### config.mk
export PLATFORM = sky130hd
export DESIGN_NAME = mem_access_unit
export DESIGN_NICKNAME = d
export VERILOG_FILES = /design/src/rtl/mem_access_unit_pkg.sv /design/src/rtl/mem_access_unit_lane_align.sv /design/src/rtl/mem_access_unit.sv
export SDC_FILE = /design/constraint.sdc
export NUM_CORES = 1
export LEC_CHECK = 0
export ABC_AREA = 0
export ABC_CLOCK_PERIOD_IN_PS = 2900
export BUFFER_PORTS_ARGS = -buffer_cell sky130_fd_sc_hd__buf_4
export CAP_MARGIN = 25
export CORE_UTILIZATION = 42
export CTS_CLUSTER_DIAMETER = 30
export CTS_CLUSTER_SIZE = 8
export DETAILED_ROUTE_END_ITERATION = 8
export PLACE_DENSITY_LB_ADDON = 0.05
export RECOVER_POWER = 100
export SETUP_SLACK_MARGIN = 0.2
export SLEW_MARGIN = 10
export SYNTH_ARGS = -nofsm -noshare
export SYNTH_HDL_FRONTEND = slang
export SYNTH_HIERARCHICAL = 1
export SYNTH_SLANG_ARGS = --single-unit
export TNS_END_PERCENT = 5
### constraint.sdc
create_clock -name clk -period 2.9 [get_ports clk]
set_input_delay 0.29 -clock clk [delete_from_list [all_inputs] [get_ports clk]]
set_output_delay 0.29 -clock clk [all_outputs]
set_load 0.01 [all_outputs]
### src/rtl/mem_access_unit_pkg.sv
// mem_access_unit_pkg: op and FSM state encodings shared by the load/store unit
package mem_access_unit_pkg;
  localparam logic [2:0] OP_B  = 3'b000;
  localparam logic [2:0] OP_H  = 3'b001;
  localparam logic [2:0] OP_W  = 3'b011;
  localparam logic [2:0] OP_BU = 3'b100;
  localparam logic [2:0] OP_HU = 3'b101;
  typedef enum logic [1:0] {S_IDLE, S_ACCESS, S_CAPTURE} state_e;
endpackage

### src/rtl/mem_access_unit_lane_align.sv
// lsu_lane_align: byte-lane select, store replication, legality and load extraction
module lsu_lane_align (
  input  logic        we_i,
  input  logic [2:0]  op_i,
  input  logic [1:0]  off_i,
  input  logic [31:0] wdata_i,
  input  logic [31:0] rdata_i,
  output logic [3:0]  sel_o,
  output logic [31:0] wrep_o,
  output logic [31:0] ldata_o,
  output logic        illegal_o
);
  logic bsz, hsz, wsz, sx;
  logic [31:0] sh;
  assign bsz = op_i[1:0] == 2'b00;
  assign hsz = op_i[1:0] == 2'b01;
  assign wsz = op_i[1:0] == 2'b11;
  assign sx  = ~op_i[2];
  assign illegal_o = (op_i[1:0] == 2'b10) | (op_i[2] & op_i[1]) | (we_i & op_i[2]) |
                     (hsz & off_i[0]) | (wsz & (off_i != 2'b00));
  assign sel_o  = wsz ? 4'hF : hsz ? (off_i[1] ? 4'hC : 4'h3) : 4'b0001 << off_i;
  assign wrep_o = bsz ? {4{wdata_i[7:0]}} : hsz ? {2{wdata_i[15:0]}} : wdata_i;
  assign sh = rdata_i >> {off_i, 3'b000};
  assign ldata_o = bsz ? {{24{sx & sh[7]}}, sh[7:0]} :
                   hsz ? {{16{sx & sh[15]}}, sh[15:0]} : sh;
endmodule

### src/rtl/mem_access_unit.sv
// mem_access_unit: MIPS load/store front end driving a byte-enabled, registered-read memory
module mem_access_unit
  import mem_access_unit_pkg::*;
#(
  parameter int MEM_ADDR_BITS = 20,
  parameter int MEM_DATA_BITS = 32
) (
  input  logic                     clk,
  input  logic                     clr,
  input  logic                     req_valid,
  output logic                     req_ready,
  input  logic                     req_we,
  input  logic [2:0]               req_op,
  input  logic [31:0]              req_addr,
  input  logic [31:0]              req_wdata,
  output logic                     resp_valid,
  output logic                     resp_err,
  output logic [31:0]              resp_rdata,
  output logic [MEM_ADDR_BITS-1:0] mem_addr,
  output logic [MEM_DATA_BITS-1:0] mem_data_in,
  output logic [3:0]               mem_sel,
  output logic                     mem_str,
  output logic                     mem_ld,
  input  logic [MEM_DATA_BITS-1:0] mem_data_out
);
  state_e state_q, state_d;
  logic we_q, rv_q, rv_d, err_q, err_d, idle, access, accept, illegal;
  logic [2:0] op_q;
  logic [MEM_ADDR_BITS+1:0] addr_q;
  logic [31:0] wdata_q, rdata_q, rdata_d, wrep, ldata;
  logic [3:0] sel;
  logic unused_addr_hi;
  assign unused_addr_hi = ^req_addr[31:MEM_ADDR_BITS+2];
  assign idle   = state_q == S_IDLE;
  assign access = state_q == S_ACCESS;
  assign accept = idle & req_valid;
  // legality is judged on the live request in IDLE; afterwards the latched copy drives the lanes
  lsu_lane_align u_align (
    .we_i      (idle ? req_we : we_q),
    .op_i      (idle ? req_op : op_q),
    .off_i     (idle ? req_addr[1:0] : addr_q[1:0]),
    .wdata_i   (wdata_q),
    .rdata_i   (mem_data_out),
    .sel_o     (sel),
    .wrep_o    (wrep),
    .ldata_o   (ldata),
    .illegal_o (illegal)
  );
  always_comb begin
    state_d = state_q;
    rv_d    = 1'b0;
    err_d   = 1'b0;
    rdata_d = 32'd0;
    unique case (state_q)
      S_IDLE: if (req_valid) begin
        state_d = illegal ? S_IDLE : S_ACCESS;
        rv_d    = illegal;
        err_d   = illegal;
      end
      S_ACCESS: begin
        state_d = we_q ? S_IDLE : S_CAPTURE;
        rv_d    = we_q;
      end
      S_CAPTURE: begin
        state_d = S_IDLE;
        rv_d    = 1'b1;
        rdata_d = ldata;
      end
      default: state_d = S_IDLE;
    endcase
  end
  always_ff @(posedge clk) begin
    if (clr) begin
      state_q <= S_IDLE;
      rv_q    <= 1'b0;
      err_q   <= 1'b0;
      rdata_q <= 32'd0;
      we_q    <= 1'b0;
      op_q    <= 3'd0;
      addr_q  <= '0;
      wdata_q <= 32'd0;
    end else begin
      state_q <= state_d;
      rv_q    <= rv_d;
      err_q   <= err_d;
      rdata_q <= rdata_d;
      if (accept) begin
        we_q    <= req_we;
        op_q    <= req_op;
        addr_q  <= req_addr[MEM_ADDR_BITS+1:0];
        wdata_q <= req_wdata;
      end
    end
  end
  assign req_ready   = idle & ~clr;
  assign resp_valid  = rv_q;
  assign resp_err    = err_q;
  assign resp_rdata  = rdata_q;
  assign mem_addr    = addr_q[MEM_ADDR_BITS+1:2];
  assign mem_data_in = wrep;
  assign mem_sel     = access ? sel : 4'h0;
  assign mem_str     = access & we_q & ~clr;
  assign mem_ld      = access & ~we_q & ~clr;
endmodule

==> metrics.txt <==
# TYPE chip_impl_metric gauge
chip_impl_metric{name="synth-seq-cells",unit=""} 94
chip_impl_metric{name="crit_path_max_fanout",unit=""} 8
chip_impl_metric{name="htree_num_levels",unit=""} 3
chip_impl_metric{name="antenna_found_initial",unit=""} 0
chip_impl_metric{name="nFillCells",unit=""} 1214
chip_impl_info{name="hold_end",value="resp_err$_SDFF_PN0_"} 1
chip_impl_metric{name="start_util",unit="%"} 43.1
chip_impl_metric{name="cellPowerDensity",unit="nW/um^2"} 514
chip_impl_metric{name="layout.area.seq",unit="sq um"} 1880
chip_impl_metric{name="tightestPinTransition",unit="ns"} 1.65
chip_impl_metric{name="r2r_slack",unit="ns"} 0.27
chip_impl_metric{name="arrival",unit="ns"} 2.86
chip_impl_metric{name="n_antenna_cell",unit=""} 0
chip_impl_metric{name="avgSynthCellArea",unit="sq um"} 9.39
chip_impl_metric{name="drv_slew",unit=""} 50
chip_impl_metric{name="detail_route.wl_per_cell",unit="microns"} 14.3
chip_impl_metric{name="postPlaceCellArea",unit="sq um"} 6450
chip_impl_metric{name="critPathRequiredTime",unit="ns"} 3.13
chip_impl_metric{name="floorplan.io_pins",unit=""} 196
chip_impl_metric{name="clock-sinks",unit=""} 94
chip_impl_metric{name="die_outline_area",unit="sq um"} 12800
chip_impl_metric{name="route.vias.total",unit=""} 4094
chip_impl_metric{name="detailedPlacementHpwl",unit="mm"} 8.71
chip_impl_metric{name="die_h",unit="microns"} 113
chip_impl_metric{name="holdPathStages",unit=""} 2
chip_impl_metric{name="layout-area-overhead-vs-synth",unit="%"} 22.4
chip_impl_metric{name="io_buffers",unit=""} 185
chip_impl_metric{name="synth_cell_type_count",unit=""} 35
chip_impl_metric{name="dr.first_iter.drc_count",unit=""} 154
chip_impl_info{name="result_of_the_run",value="complete, but fails checks"} 1
chip_impl_metric{name="cap_viol_max_count",unit=""} 1
chip_impl_metric{name="finalWorstSetupSlack",unit="ns"} 0.273
chip_impl_metric{name="synthCells",unit=""} 554
chip_impl_metric{name="globalRouteTotalUtil",unit="%"} 19.6
chip_impl_metric{name="layout_min_cycle_time",unit="ns"} 2.63
chip_impl_metric{name="yosysSeqAreaShare",unit="%"} 36.2
chip_impl_metric{name="finalWeightedCongestion",unit=""} 0.794
chip_impl_metric{name="setup_violations",unit=""} 0
chip_impl_metric{name="placementRows",unit=""} 40
chip_impl_metric{name="final-hold-violation-count",unit=""} 0
chip_impl_metric{name="maximum_number_of_buffers_from_clock_root_to_sink",unit=""} 2
chip_impl_metric{name="preCtsSetupSlack",unit="ns"} 0.244
chip_impl_metric{name="globalRouteOverflowTotal",unit=""} 0
chip_impl_metric{name="final_cell_area",unit="sq um"} 6360
chip_impl_metric{name="final_nets",unit=""} 798
chip_impl_info{name="layout.cells.most_common_list",value="sky130_fd_sc_hd__nand2b_1 (118), sky130_fd_sc_hd__buf_4 (106), sky130_fd_sc_hd__dfxtp_1 (93), sky130_fd_sc_hd__clkbuf_1 (89), sky130_fd_sc_hd__mux2i_1 (83)"} 1
chip_impl_metric{name="pin_count_of_the_biggest_net_entering_global_routing",unit=""} 65
chip_impl_metric{name="synth.cell_area",unit="sq um"} 5200
chip_impl_info{name="crit-reg2reg-launch",value="state_q[0]$_SDFFE_PP0P_"} 1
chip_impl_metric{name="core_area",unit="sq um"} 12100
chip_impl_metric{name="finalWirelength",unit="mm"} 12.4
chip_impl_info{name="clock_tree_root",value="sky130_fd_sc_hd__clkbuf_16"} 1
chip_impl_metric{name="synth_warnings",unit=""} 6
chip_impl_info{name="mostFrequentLayoutCell",value="sky130_fd_sc_hd__nand2b_1"} 1
chip_impl_info{name="rsz_0062_raised_after_global_routing",value="no"} 1
chip_impl_info{name="critPathCaptureType",value="register"} 1
chip_impl_info{name="setup.worst_path.start_class",value="register"} 1
chip_impl_metric{name="die_width",unit="microns"} 113
chip_impl_info{name="worstReg2RegEnd",value="resp_rdata[14]$_SDFF_PP0_"} 1
chip_impl_info{name="cts_tree",value="done"} 1
chip_impl_info{name="criticalPathCategory",value="reg2reg"} 1
chip_impl_metric{name="net_count_after_synthesis",unit=""} 657
chip_impl_metric{name="clock_insertion_delay_worst_skew",unit="ns"} 0.34
chip_impl_metric{name="area_used_by_multi_input_combinational_logic",unit="sq um"} 2840
chip_impl_metric{name="final.setup_skew",unit="ns"} 0.00476
chip_impl_metric{name="grt_pass1_vias",unit=""} 3947
chip_impl_metric{name="totalNegativeSetupSlack",unit="ns"} 0
chip_impl_info{name="violations",value="capacitance limit, slew limit"} 1
chip_impl_info{name="hold_path_startpoint",value="req_valid"} 1
chip_impl_metric{name="drt_drc_violations_left",unit=""} 0
chip_impl_metric{name="final.period_utilization",unit="%"} 90.6
chip_impl_metric{name="cts_inserted_buffers",unit=""} 9
chip_impl_metric{name="total_of_hold_buffers_inserted_after_clock_tree_synthesis",unit=""} 0
chip_impl_info{name="min_path_type",value="in2reg"} 1
chip_impl_metric{name="grt_pass1_wl",unit="mm"} 19.8
chip_impl_metric{name="fmax",unit="MHz"} 381
chip_impl_metric{name="ff2ff_path_depth",unit=""} 7
chip_impl_metric{name="power_leakage",unit="nW"} 2.70
chip_impl_metric{name="drtPass1Iterations",unit=""} 4
chip_impl_metric{name="drtAntennaViolNets",unit=""} 0
chip_impl_metric{name="vdd_drop_max",unit="mV"} 0.352
chip_impl_metric{name="cts.reportedPaths.clkPinSlew",unit="ns"} 0.06
chip_impl_metric{name="worst_case_headroom_to_the_max_slew_limit",unit="%"} -10.1
chip_impl_metric{name="drive_gt1_share",unit="%"} 22.3
chip_impl_metric{name="post_drt_via_cell_ratio",unit=""} 4.72
==> flip-flops by register name, indices dropped and copies added (netlist names) <==
register and cells:
wdata_q 32, state_q 2, resp_err 1, resp_valid 1, addr_q 22, resp_rdata 32, op_q 3, we_q 1
==> layer usage <==
metal	part of all wire (%)	GRT usage, %	wire [microns]
met1	45	23.3	5530
met2	48	33.0	5940
met3	6.9	6.32	853
met4	0.83	6.75	103
met5	0	0	0
==> timing repair <==
item	CTS	global route
setup buffers	0	0
gates resized for setup	1	5
pin swaps	0	0
hold endpoints to repair	0	0
setup endpoints to repair	11	43
==> power by group <==
part | switching [W] | internal [W] | leakage [nW]
clock | 0.000497 | 0.000663 | 0.143
combinational | 0.000356 | 0.000348 | 1.79
sequential | 0.0000442 | 0.00136 | 0.769
total | 0.000898 | 0.00237 | 2.70
==> worst max-delay path by stage <==
| stage | from | to | slack [ns] | cells past startpoint |
|---|---|---|---|---|
| floorplan | state_q[0]$_SDFFE_PP0P_ | mem_data_in[12] | 0.66 | 6 |
| global placement | state_q[0]$_SDFFE_PP0P_ | resp_rdata[30]$_SDFF_PP0_ | 0.30 | 7 |
| detailed placement | state_q[0]$_SDFFE_PP0P_ | resp_rdata[25]$_SDFF_PP0_ | 0.24 | 7 |
| CTS | state_q[0]$_SDFFE_PP0P_ | mem_sel[0] | 0.09 | 8 |
| global route | state_q[0]$_SDFFE_PP0P_ | resp_rdata[13]$_SDFF_PP0_ | 0.14 | 7 |
| finish | state_q[0]$_SDFFE_PP0P_ | resp_rdata[14]$_SDFF_PP0_ | 0.27 | 7 |
==> synthesized netlist by cell type (all sizes together) <==
library cell | instances | area (sq um)
clkbuf | 17 | 63.8
nor2 | 9 | 36.3
nor2b | 5 | 31.3
dfxtp | 94 | 1880
and3 | 1 | 6.26
a221oi | 1 | 26.3
a21oi | 18 | 90.1
o221ai | 1 | 26.3
nand3 | 1 | 5.00
and3b | 1 | 8.76
nand2b | 118 | 738
nor3 | 3 | 15.0
mux2i | 83 | 831
nor3b | 3 | 43.8
o21ai | 34 | 208
mux2 | 33 | 375
and2 | 36 | 225
nand2 | 34 | 128
or2 | 8 | 50.1
a22o | 1 | 8.76
buf | 49 | 374
o32ai | 1 | 8.76
and2b | 2 | 15.0
inv | 1 | 3.75
==> cells by family after synthesis <==
logic type	Yosys count	share of synthesized area [%]
buffers and inverters	67	8.49
muxes	116	23.2
and+or+nand+nor	221	25.0
AOI/OAI and AO/OA	56	7.07
DFF	94	36.2
==> area by class of cell <==
| class | count | area share [%] |
|---|---|---|
| Multi-Input combinational cell | 393 | 44.6 |
| Clock buffer | 11 | 3.66 |
| Inverter | 1 | 0.0590 |
| Sequential cell | 94 | 29.6 |
| Timing Repair Buffer | 196 | 18.0 |
| Tap cell | 168 | 3.30 |
| Clock inverter | 5 | 0.787 |
==> worst max-delay path: stages (launching register included) <==
cell and delay (ns):
sky130_fd_sc_hd__dfxtp_1 0.38, sky130_fd_sc_hd__nor2_4 0.16, sky130_fd_sc_hd__clkbuf_1 0.21, sky130_fd_sc_hd__mux2_2 0.45, sky130_fd_sc_hd__mux2_4 0.36, sky130_fd_sc_hd__a221oi_2 0.66
sky130_fd_sc_hd__a21oi_1 0.11, sky130_fd_sc_hd__and2_0 0.18
==> per-stage QoR <==
step                hold slack (ns)  cells  utilization (%)  total power (W)
floorplan                     0.436    554                -          0.00196
global placement              0.454    852             53.5          0.00220
detailed placement            0.462    852             53.5          0.00221
CTS                           0.187    868             55.9          0.00340
global route                  0.204    868             52.7          0.00345
finish                        0.199    868             52.7          0.00327
No activity file was read; power rests on OpenSTA's default activity.
